===== src/rtl/midi_encoder_if.sv =====
`default_nettype none
//============================================================================
// Module      : midi_encoder_if
// Description : Event-request and UART byte-strobe bundle for midi_encoder.
//               slave  - the encoder side (takes events and tx_busy, drives
//                        ready, the byte strobe and the status outputs).
//               master - the sequencer / transmitter side.
// Signals     : i_ev_valid, o_ev_ready, i_ev_on, i_ev_ch[3:0],
//               i_ev_note[6:0], i_ev_vel[6:0]   event handshake
//               o_tx_flg, o_tx_data[7:0], i_tx_busy  UART byte strobe
//               o_fifo_cnt[FIFO_AW:0], o_busy         status
// Revision    : 1.0 - initial release
//============================================================================
interface midi_encoder_if #(
    parameter int FIFO_AW = 3
);
    logic               i_ev_valid;
    logic               o_ev_ready;
    logic               i_ev_on;
    logic [3:0]         i_ev_ch;
    logic [6:0]         i_ev_note;
    logic [6:0]         i_ev_vel;
    logic               o_tx_flg;
    logic [7:0]         o_tx_data;
    logic               i_tx_busy;
    logic [FIFO_AW:0]   o_fifo_cnt;
    logic               o_busy;

    modport slave (
        input  i_ev_valid, i_ev_on, i_ev_ch, i_ev_note, i_ev_vel, i_tx_busy,
        output o_ev_ready, o_tx_flg, o_tx_data, o_fifo_cnt, o_busy
    );

    modport master (
        output i_ev_valid, i_ev_on, i_ev_ch, i_ev_note, i_ev_vel, i_tx_busy,
        input  o_ev_ready, o_tx_flg, o_tx_data, o_fifo_cnt, o_busy
    );
endinterface
`default_nettype wire


===== src/rtl/midi_encoder.sv =====
`default_nettype none
//============================================================================
// Module      : midi_encoder
// Description : Buffers note-on/note-off events in a 2^FIFO_AW deep FIFO and
//               serialises each into a MIDI channel message (status, note,
//               velocity) on the byte-strobe interface of a UART transmitter.
// Ports       : i_clk          system clock
//               i_res          asynchronous reset, active high
//               bus (slave)    event handshake, byte strobe, status
// Parameters  : FIFO_AW        FIFO address width (depth = 2^FIFO_AW)
// Options     : MIDI_RUNNING_STATUS_EN - when defined, note-off is sent as
//               9n/vel 0 and a status byte equal to the previously sent one
//               is omitted (running status, 2-byte messages).
// Revision    : 1.0 - initial release
//============================================================================
module midi_encoder #(
    parameter int FIFO_AW = 3
) (
    input  wire logic     i_clk,
    input  wire logic     i_res,
    midi_encoder_if.slave bus
);

    localparam int               c_depth   = 1 << FIFO_AW;
    localparam logic [FIFO_AW:0] c_ptr_one = {{FIFO_AW{1'b0}}, 1'b1};

    typedef enum logic [1:0] {
        ST_IDLE = 2'd0,
        ST_POP  = 2'd1,
        ST_SEND = 2'd2,
        ST_HOLD = 2'd3
    } state_t;

    // ------------------------------------------------------------------
    // Event FIFO. Entry layout: {on, ch[3:0], note[6:0], vel[6:0]}.
    // Pointers carry one extra wrap bit so full and empty are distinct.
    // ------------------------------------------------------------------
    logic [18:0]      r_mem [c_depth];
    logic [FIFO_AW:0] r_wr_ptr;
    logic [FIFO_AW:0] r_rd_ptr;

    logic             w_empty;
    logic             w_full;
    logic             w_push;
    logic [18:0]      w_entry;
    logic [18:0]      w_head;

    assign w_empty = (r_wr_ptr == r_rd_ptr);
    assign w_full  = (r_wr_ptr[FIFO_AW] != r_rd_ptr[FIFO_AW]) &&
                     (r_wr_ptr[FIFO_AW-1:0] == r_rd_ptr[FIFO_AW-1:0]);
    assign w_push  = bus.i_ev_valid & ~w_full;
    assign w_entry = {bus.i_ev_on, bus.i_ev_ch, bus.i_ev_note, bus.i_ev_vel};
    assign w_head  = r_mem[r_rd_ptr[FIFO_AW-1:0]];

    always_ff @(posedge i_clk) begin
        if (w_push) begin
            r_mem[r_wr_ptr[FIFO_AW-1:0]] <= w_entry;
        end
    end

    always_ff @(posedge i_clk or posedge i_res) begin
        if (i_res) begin
            r_wr_ptr <= '0;
        end else if (w_push) begin
            r_wr_ptr <= r_wr_ptr + c_ptr_one;
        end
    end

    // ------------------------------------------------------------------
    // Message encoding of the FIFO head.
    // ------------------------------------------------------------------
    logic [7:0] w_head_status;
    logic [6:0] w_head_vel;

`ifdef MIDI_RUNNING_STATUS_EN
    // Note-off travels as note-on with zero velocity so that on/off runs
    // on one channel share a status byte.
    assign w_head_status = {4'h9, w_head[17:14]};
    assign w_head_vel    = w_head[18] ? w_head[6:0] : 7'h00;
`else
    assign w_head_status = {(w_head[18] ? 4'h9 : 4'h8), w_head[17:14]};
    assign w_head_vel    = w_head[6:0];
`endif

    // ------------------------------------------------------------------
    // Serialiser FSM.
    // ------------------------------------------------------------------
    state_t     r_state;
    logic [1:0] r_idx;
    logic [7:0] r_status;
    logic [6:0] r_note;
    logic [6:0] r_vel;
    logic       r_tx_flg;
    logic [7:0] r_tx_data;
    logic [7:0] w_cur_byte;
`ifdef MIDI_RUNNING_STATUS_EN
    logic [7:0] r_last_status;
`endif

    always_comb begin
        w_cur_byte = r_status;
        case (r_idx)
            2'd1:    w_cur_byte = {1'b0, r_note};
            2'd2:    w_cur_byte = {1'b0, r_vel};
            default: w_cur_byte = r_status;
        endcase
    end

    always_ff @(posedge i_clk or posedge i_res) begin
        if (i_res) begin
            r_state       <= ST_IDLE;
            r_idx         <= 2'd0;
            r_status      <= 8'h00;
            r_note        <= 7'h00;
            r_vel         <= 7'h00;
            r_rd_ptr      <= '0;
            r_tx_flg      <= 1'b0;
            r_tx_data     <= 8'h00;
`ifdef MIDI_RUNNING_STATUS_EN
            r_last_status <= 8'h00;
`endif
        end else begin
            // The strobe is a single-cycle pulse; only SEND raises it.
            r_tx_flg <= 1'b0;
            case (r_state)
                ST_IDLE: begin
                    if (!w_empty) begin
                        r_state <= ST_POP;
                    end
                end
                ST_POP: begin
                    r_status <= w_head_status;
                    r_note   <= w_head[13:7];
                    r_vel    <= w_head_vel;
                    r_rd_ptr <= r_rd_ptr + c_ptr_one;
`ifdef MIDI_RUNNING_STATUS_EN
                    r_idx    <= (w_head_status == r_last_status) ? 2'd1 : 2'd0;
`else
                    r_idx    <= 2'd0;
`endif
                    r_state  <= ST_SEND;
                end
                ST_SEND: begin
                    if (!bus.i_tx_busy) begin
                        r_tx_flg  <= 1'b1;
                        r_tx_data <= w_cur_byte;
`ifdef MIDI_RUNNING_STATUS_EN
                        if (r_idx == 2'd0) begin
                            r_last_status <= r_status;
                        end
`endif
                        r_state   <= ST_HOLD;
                    end
                end
                ST_HOLD: begin
                    // The transmitter raises busy one cycle after the strobe,
                    // so busy is not trusted in this cycle.
                    if (r_idx == 2'd2) begin
                        r_state <= ST_IDLE;
                    end else begin
                        r_idx   <= r_idx + 2'd1;
                        r_state <= ST_SEND;
                    end
                end
                default: r_state <= ST_IDLE;
            endcase
        end
    end

    // ------------------------------------------------------------------
    // Outputs.
    // ------------------------------------------------------------------
    assign bus.o_ev_ready = ~w_full;
    assign bus.o_tx_flg   = r_tx_flg;
    assign bus.o_tx_data  = r_tx_data;
    assign bus.o_fifo_cnt = r_wr_ptr - r_rd_ptr;
    assign bus.o_busy     = (r_state != ST_IDLE) | ~w_empty;

endmodule
`default_nettype wire

===== src/flat_wrapper.sv =====
// flat-port wrapper written by rule: the top's interface ports become plain ports
module midi_encoder_flat 
#(
    parameter int FIFO_AW = 3
)
  (i_clk, i_res, bus_i_ev_valid, bus_i_ev_on, bus_i_ev_ch, bus_i_ev_note, bus_i_ev_vel, bus_i_tx_busy, bus_o_ev_ready, bus_o_tx_flg, bus_o_tx_data, bus_o_fifo_cnt, bus_o_busy);
  midi_encoder_if #(.FIFO_AW(FIFO_AW)) bus_i ();
  input  wire logic i_clk;
  input  wire logic i_res;
  input wire logic [$bits(bus_i.i_ev_valid)-1:0] bus_i_ev_valid;
  input wire logic [$bits(bus_i.i_ev_on)-1:0] bus_i_ev_on;
  input wire logic [$bits(bus_i.i_ev_ch)-1:0] bus_i_ev_ch;
  input wire logic [$bits(bus_i.i_ev_note)-1:0] bus_i_ev_note;
  input wire logic [$bits(bus_i.i_ev_vel)-1:0] bus_i_ev_vel;
  input wire logic [$bits(bus_i.i_tx_busy)-1:0] bus_i_tx_busy;
  output wire logic [$bits(bus_i.o_ev_ready)-1:0] bus_o_ev_ready;
  output wire logic [$bits(bus_i.o_tx_flg)-1:0] bus_o_tx_flg;
  output wire logic [$bits(bus_i.o_tx_data)-1:0] bus_o_tx_data;
  output wire logic [$bits(bus_i.o_fifo_cnt)-1:0] bus_o_fifo_cnt;
  output wire logic [$bits(bus_i.o_busy)-1:0] bus_o_busy;
  assign bus_i.i_ev_valid = bus_i_ev_valid;
  assign bus_i.i_ev_on = bus_i_ev_on;
  assign bus_i.i_ev_ch = bus_i_ev_ch;
  assign bus_i.i_ev_note = bus_i_ev_note;
  assign bus_i.i_ev_vel = bus_i_ev_vel;
  assign bus_i.i_tx_busy = bus_i_tx_busy;
  assign bus_o_ev_ready = bus_i.o_ev_ready;
  assign bus_o_tx_flg = bus_i.o_tx_flg;
  assign bus_o_tx_data = bus_i.o_tx_data;
  assign bus_o_fifo_cnt = bus_i.o_fifo_cnt;
  assign bus_o_busy = bus_i.o_busy;
  midi_encoder #(.FIFO_AW(FIFO_AW)) u_core (.i_clk(i_clk), .i_res(i_res), .bus(bus_i));
endmodule

===== config.mk =====
export PLATFORM = sky130hd
export DESIGN_NAME = midi_encoder_flat
export DESIGN_NICKNAME = d
export VERILOG_FILES = /design/src/rtl/midi_encoder_if.sv /design/src/rtl/midi_encoder.sv /design/src/flat_wrapper.sv
export SDC_FILE = /design/constraint.sdc
export NUM_CORES = 1
export LEC_CHECK = 0
export CAP_MARGIN = 20
export CORE_UTILIZATION = 30
export CTS_CLUSTER_DIAMETER = 80
export DETAILED_ROUTE_END_ITERATION = 10
export SLEW_MARGIN = 15
export SYNTH_ARGS = -nofsm -noshare
export SYNTH_HDL_FRONTEND = slang
export SYNTH_SLANG_ARGS = --single-unit

===== constraint.sdc =====
create_clock -name i_clk -period 7.3 [get_ports i_clk]
set_clock_uncertainty 0.15 [all_clocks]
set_input_delay 1.46 -clock i_clk [delete_from_list [all_inputs] [get_ports i_clk]]
set_output_delay 1.46 -clock i_clk [all_outputs]
set_load 0.05 [all_outputs]

==> Word level (Yosys, flattened, before mapping) <==
Memories as Yosys holds them, arrays and structs flattened.
Cells that the tools add are included.
{ "classes": {"add_sub_neg": 4, "n_eq_ne": 11, "n_mux": 12, "bitwise": 5, "n_reduce_logical": 7} }
{ "op_table": {"columns": ["operator", "n"], "rows": [
  ["one-hot mux 8 bit (2 select lines)", 1],
  ["adder 4 x 1 -> 4 bit, second input constant", 2],
  ["two-way mux 2 bit", 4],
  ["one-hot mux 2 bit (4 select lines)", 1],
  ["== test 2 bit, second input constant", 3],
  ["inequality test 2 bit, second input constant", 3],
  ["AND reduction 2 bit", 3],
  ["two-way mux 1 bit", 5],
  ["== test 2 x 1 -> 1 bit, second input constant", 2],
  ["== test 4 bit", 1],
  ["one-hot mux 2 bit (2 select lines)", 1],
  ["nonzero test 2 bit", 2],
  ["subtractor 4 bit", 1],
  ["== test 3 bit", 1],
  ["inverter 1 bit", 3],
  ["adder 2 x 1 -> 2 bit, second input constant", 1],
  ["zero test 2 bit", 1],
  ["bitwise AND 1 bit", 1],
  ["logical AND 1 bit", 1],
  ["inequality test 1 bit", 1],
  ["bitwise OR 1 bit", 1]
]} }
{ "totals": {"regBits": 43, "mem_bits_rw": 152, "input_bits": 23, "out_inout_bits": 15, "word_cells": 49, "n_memories": 1} }
{ "memory_table": {"columns": ["name", "words", "word_bits", "read_ports", "rd_clocked_by_memory_dff", "wr", "line", "rtl"], "rows": [
  ["u_core.r_mem", 8, 19, 1, 0, 1, "midi_encoder.sv:38", "logic [18:0] r_mem [c_depth];"]
]} }

==> Logic depth before layout (Yosys ltp) <==
{ "logic_depth": {"word_depth": 6, "depth_mapped": 7, "ltp_nobuf": 6} }

==> Worst setup path after synthesis <==
No wires, ideal clock.
{ "synth_timing": {"kind": "register to register", "start": "reg u_core.r_rd_ptr[2]", "end": "mem u_core.r_mem[0][0], enable pin", "setup_ns": 0.444, "arrival_time_ns": 3.722, "required_time_ns": 6.706, "path_slack_ns": 2.985, "stages_incl_launch_ff": 8, "path_buffers": 1, "synth_period_minus_slack_ns": 4.315, "cell_sequence": "dfrtp_1 -> clkbuf_1 -> inv_1 -> ha_1 -> nand3_1 -> nand2b_1 -> nand2_1 -> nor4_1"} }
{ "synth_between": {"elab_chain_len": 6} }
{ "synth_lines": {"columns": ["element", "line", "rtl"], "rows": [
  ["start, declared", "midi_encoder.sv:40", "logic [FIFO_AW:0] r_rd_ptr;"],
  ["start signal, assigned", "midi_encoder.sv:135", "r_rd_ptr <= r_rd_ptr + c_ptr_one;"],
  ["== test 3 bit", "midi_encoder.sv:50", "(r_wr_ptr[FIFO_AW-1:0] == r_rd_ptr[FIFO_AW-1:0]);"],
  ["logical AND 1 bit", "midi_encoder.sv:49", "assign w_full = (r_wr_ptr[FIFO_AW] != r_rd_ptr[FIFO_AW]) &&"],
  ["inverter 1 bit", null, null],
  ["via bus_o_ev_ready", "flat_wrapper.sv:16", "output wire logic [$bits(bus_i.o_ev_ready)-1:0] bus_o_ev_ready;"],
  ["bitwise AND 1 bit", "midi_encoder.sv:51", "assign w_push = bus.i_ev_valid & ~w_full;"],
  ["two-way mux 1 bit", "midi_encoder.sv:56", "if (w_push) begin"],
  ["two-way mux 1 bit (implied by the code)", "midi_encoder.sv:57", "r_mem[r_wr_ptr[FIFO_AW-1:0]] <= w_entry;"],
  ["end, declared", "midi_encoder.sv:38", null]
]} }
The timed path passes the listed nets, and every way through them passes these cells.

==> Worst setup path after layout <==
{ "layout_timing": {"start": "reg u_core.r_rd_ptr[1]", "end": "out bus_o_fifo_cnt[3]"} }
{ "layout_between": {"elab_chain_len": 1} }
{ "layout_lines": {"columns": ["element", "line", "rtl"], "rows": [
  ["subtractor 4 bit", "midi_encoder.sv:176", "assign bus.o_fifo_cnt = r_wr_ptr - r_rd_ptr;"],
  ["end, declared", "flat_wrapper.sv:19", "output wire logic [$bits(bus_i.o_fifo_cnt)-1:0] bus_o_fifo_cnt;"]
]} }
No other way between the ends.

==> impl_metrics.sql <==
INSERT INTO impl_metrics (metric_group, metric, value, unit) VALUES
('outcome', 'status', 'finished clean', ''),
('power', 'totalPowerFinal', '3.78', 'mW'),
('grt', 'antenna_found_initial', '0', ''),
('power', 'ir_worst_vdd', '0.000548', 'V'),
('final_layout', 'final_net_count', '544', ''),
('job', 'maxCapViolCount', '0', ''),
('final_layout', 'layout_commonest_cell', 'sky130_fd_sc_hd__edfxtp_1', ''),
('cts', 'cts_htree_levels', '4', ''),
('power', 'seq_power_share', '41.5', '%'),
('synthesis', 'ys_warn_count', '0', ''),
('power', 'power.static_leakage', '3.15', 'nW'),
('power', 'power_switching', '1.32', 'mW'),
('cts', 'cts.path.max_buffers', '2', ''),
('setup_path', 'worst-endpoint-arrival', '3.14', 'ns'),
('cts', 'cts_made_buffers', '17', ''),
('final_layout', 'finish.utilization', '35.9', '%'),
('timing', 'final.min_clock_period', '4.75', 'ns'),
('final_layout', 'flow.area_growth_from_synthesis', '17.5', '%'),
('route', 'drt_iter0_drc', '375', ''),
('timing', 'max_freq', '0.210', 'GHz'),
('timing', 'grt_setup_unrepaired', 'no', ''),
('setup_path', 'critical_path.max_fanout', '14', ''),
('die', 'die_width', '162', 'um'),
('timing', 'report.final.slew_viol_count', '0', ''),
('cts', 'cts_tree', 'done', ''),
('die', 'die_area', '0.0263', 'sq mm'),
('placed_design', 'portBuffers', '37', ''),
('placed_design', 'placed_cell_area', '0.00841', 'sq mm'),
('power', 'p_comb_share', '34.0', '%'),
('cts', 'worstSkewPairLatency', '0.43', 'ns'),
('die', 'die_height', '162', 'um'),
('cts', 'cts-hold-fix-buffers', '0', ''),
('setup_path', 'worst_case_register_to_register_setup_slack', '4.20', 'ns'),
('final_layout', 'antenna_cells_inserted', '0', ''),
('synthesis', 'synthCells', '472', ''),
('die', 'floorplan.initialDensity', '30.5', '%'),
('grt', 'via_count_of_the_first_global_routing_pass', '4275', ''),
('power', 'pwr_density_cell', '418', 'mW/mm^2'),
('cts', 'cts.clk_slew.worst_paths', '0.06', 'ns'),
('timing', 'timing.max_slew.rel_slack', '40.3', '%'),
('synthesis', 'post-synth-top-area-fraction', '59.4', '%'),
('die', 'pin_count', '38', ''),
('synthesis', 'distinct_cells_synth', '38', ''),
('final_layout', 'finalInstanceArea', '0.00903', 'sq mm'),
('synthesis', 'synth_area_per_cell', '16.3', 'sq um'),
('timing', 'setup_viol', '0', ''),
('final_layout', 'layout.cells.most_common_list', 'sky130_fd_sc_hd__edfxtp_1 (152), sky130_fd_sc_hd__nand2_1 (42), sky130_fd_sc_hd__dfrtp_1 (40)', ''),
('timing', 'worst_margin_pin_slew', '0.895', 'ns'),
('route', 'routed_wire_length_per_instance', '17.8', 'um'),
('synthesis', 'ys_seq_area_share', '72.7', '%'),
('route', 'via_per_inst', '4.77', ''),
('final_layout', 'drive_above_1_share', '18.3', '%'),
('power', 'clkPwrFrac', '24.5', '%'),
('hold_path', 'hold_class', 'reg -> reg', ''),
('timing', 'min_period_over_period', '65.1', '%'),
('route', 'finalWirelength', '15200', 'um'),
('placed_design', 'hpwl', '9380', 'um'),
('cts', 'post-cts-setup-buffers', '0', ''),
('route', 'first_drt_pass_iteration_count', '4', ''),
('setup_path', 'start_kind', 'flop', ''),
('setup_path', 'timing.critical_path.to_type', 'output pin', ''),
('setup_path', 'crit_type', 'reg -> out', ''),
('grt', 'gr-total-overflow', '0', ''),
('synthesis', 'ys_seq_elements', '193', ''),
('setup_path', 'required', '5.69', 'ns'),
('power', 'internal_power', '2.46', 'mW'),
('grt', 'grtUsageTotal', '12.6', '%'),
('synthesis', 'synth.top_cells.by_area', 'sky130_fd_sc_hd__edfxtp_1 (59%), sky130_fd_sc_hd__dfrtp_1 (13%), sky130_fd_sc_hd__mux2_2 (5.6%), sky130_fd_sc_hd__mux2i_1 (3.1%), sky130_fd_sc_hd__o221ai_1 (2.2%)', ''),
('power', 'swShare', '34.9', '%'),
('synthesis', 'netlist_area', '0.00769', 'sq mm'),
('route', 'final_antenna_net_count', '0', '');
[final timing paths]
check,end,from,cells after the start
setup / recovery,bus_o_fifo_cnt[3],u_core.r_rd_ptr[1]$_DFFE_PP0P_,6
hold / removal,u_core.r_status[7]$_DFFE_PP0P_,u_core.r_status[7]$_DFFE_PP0P_,1
setup reg to reg,u_core.r_mem[7][11]$_DFFE_PP_,u_core.r_rd_ptr[1]$_DFFE_PP0P_,5
hold reg to reg,u_core.r_status[7]$_DFFE_PP0P_,u_core.r_status[7]$_DFFE_PP0P_,1
max in group asynchronous,u_core.r_rd_ptr[0]$_DFFE_PP0P_,i_res,3
min in group asynchronous,u_core.r_rd_ptr[1]$_DFFE_PP0P_,i_res,3
[cells by family after synthesis]
| kind of cell | after synthesis | synth area share [%] |
|---|---|---|
| muxes | 69 | 10.7 |
| AOI/OAI and AO/OA | 79 | 7.00 |
| xor gates and xnor gates | 9 | 1.12 |
| adders and majority gates | 8 | 1.40 |
| DFF | 193 | 72.7 |
| and+or+nand+nor | 76 | 4.28 |
| buffers and inverters | 38 | 2.73 |
[registers in the layout, indices dropped and copies added (netlist names)]
name                  count
u_core.r_mem            152
u_core.bus.o_tx_data      8
u_core.bus.o_tx_flg       1
u_core.r_note             7
u_core.r_vel              7
u_core.r_rd_ptr           4
u_core.r_idx              2
u_core.r_wr_ptr           4
u_core.r_state            2
u_core.r_status           6
[per-stage QoR]
step | std cells | worst slack [ns]
finish | 856 | 2.55
global route | 856 | 2.41
CTS | 855 | 2.56
detailed placement | 823 | 3.03
global placement | 823 | 3.13
floorplan | 472 | 2.98
[layer usage]
| metal | wire length [um] | vias to the layer above | global-route usage, % | part of all wire [%] |
|---|---|---|---|---|
| met5 | 0 | - | 0 | 0 |
| met4 | 157 | 0 | 4.25 | 1.0 |
| met3 | 705 | 11 | 3.47 | 4.6 |
| met2 | 7520 | 96 | 20.9 | 49 |
| met1 | 6820 | 2096 | 15.7 | 45 |
| li1 | - | 1883 | - | - |
[synth_stat cells, drive strengths merged]
master,number
edfxtp,152
nand2,42
dfrtp,41
mux2,38
o21ai,29
mux2i,24
a22oi,19
o221ai,19
buf,15
nor2,15
inv,13
clkbuf,10
ha,7
mux4,7
xnor2,7
a21oi,6
nor3,5
nand2b,4
nand3,2
nand4,2
nor2b,2
o31ai,2
xor2,2
a211oi,1
a21o,1
a41oi,1
fa,1
nand3b,1
nor4,1
o21a,1
or3b,1
or4,1
[final cells by class]
cell class                      count  area (sq um)
Fill cell                        2321         16100
Clock buffer                       18           429
Clock inverter                     14           163
Inverter                           13          48.8
Multi-Input combinational cell    241          1930
Sequential cell                   193          5590
Tap cell                          330           413
Timing Repair Buffer               47           458
[power by group through the flow]
stage / Clock, mW / Sequential [mW] / Combinational [mW]
final: 0.925 / 1.57 / 1.29
after floorplan: 0 / 1.60 / 0.906
after global placement: 0 / 1.57 / 1.26
after global routing: 0.992 / 1.59 / 1.40
after CTS: 0.946 / 1.56 / 1.29
after detailed placement: 0 / 1.59 / 1.29
[worst max-delay path, stage by stage, from the launching register on]
cell and delay [ns]:
sky130_fd_sc_hd__dfrtp_1 0.80, sky130_fd_sc_hd__inv_1 0.18, sky130_fd_sc_hd__ha_1 0.38, sky130_fd_sc_hd__a21o_1 0.16
sky130_fd_sc_hd__a21oi_1 0.18, sky130_fd_sc_hd__xor2_1 0.18, sky130_fd_sc_hd__clkdlybuf4s50_1 0.82
Power figures use the tool's default switching activity.
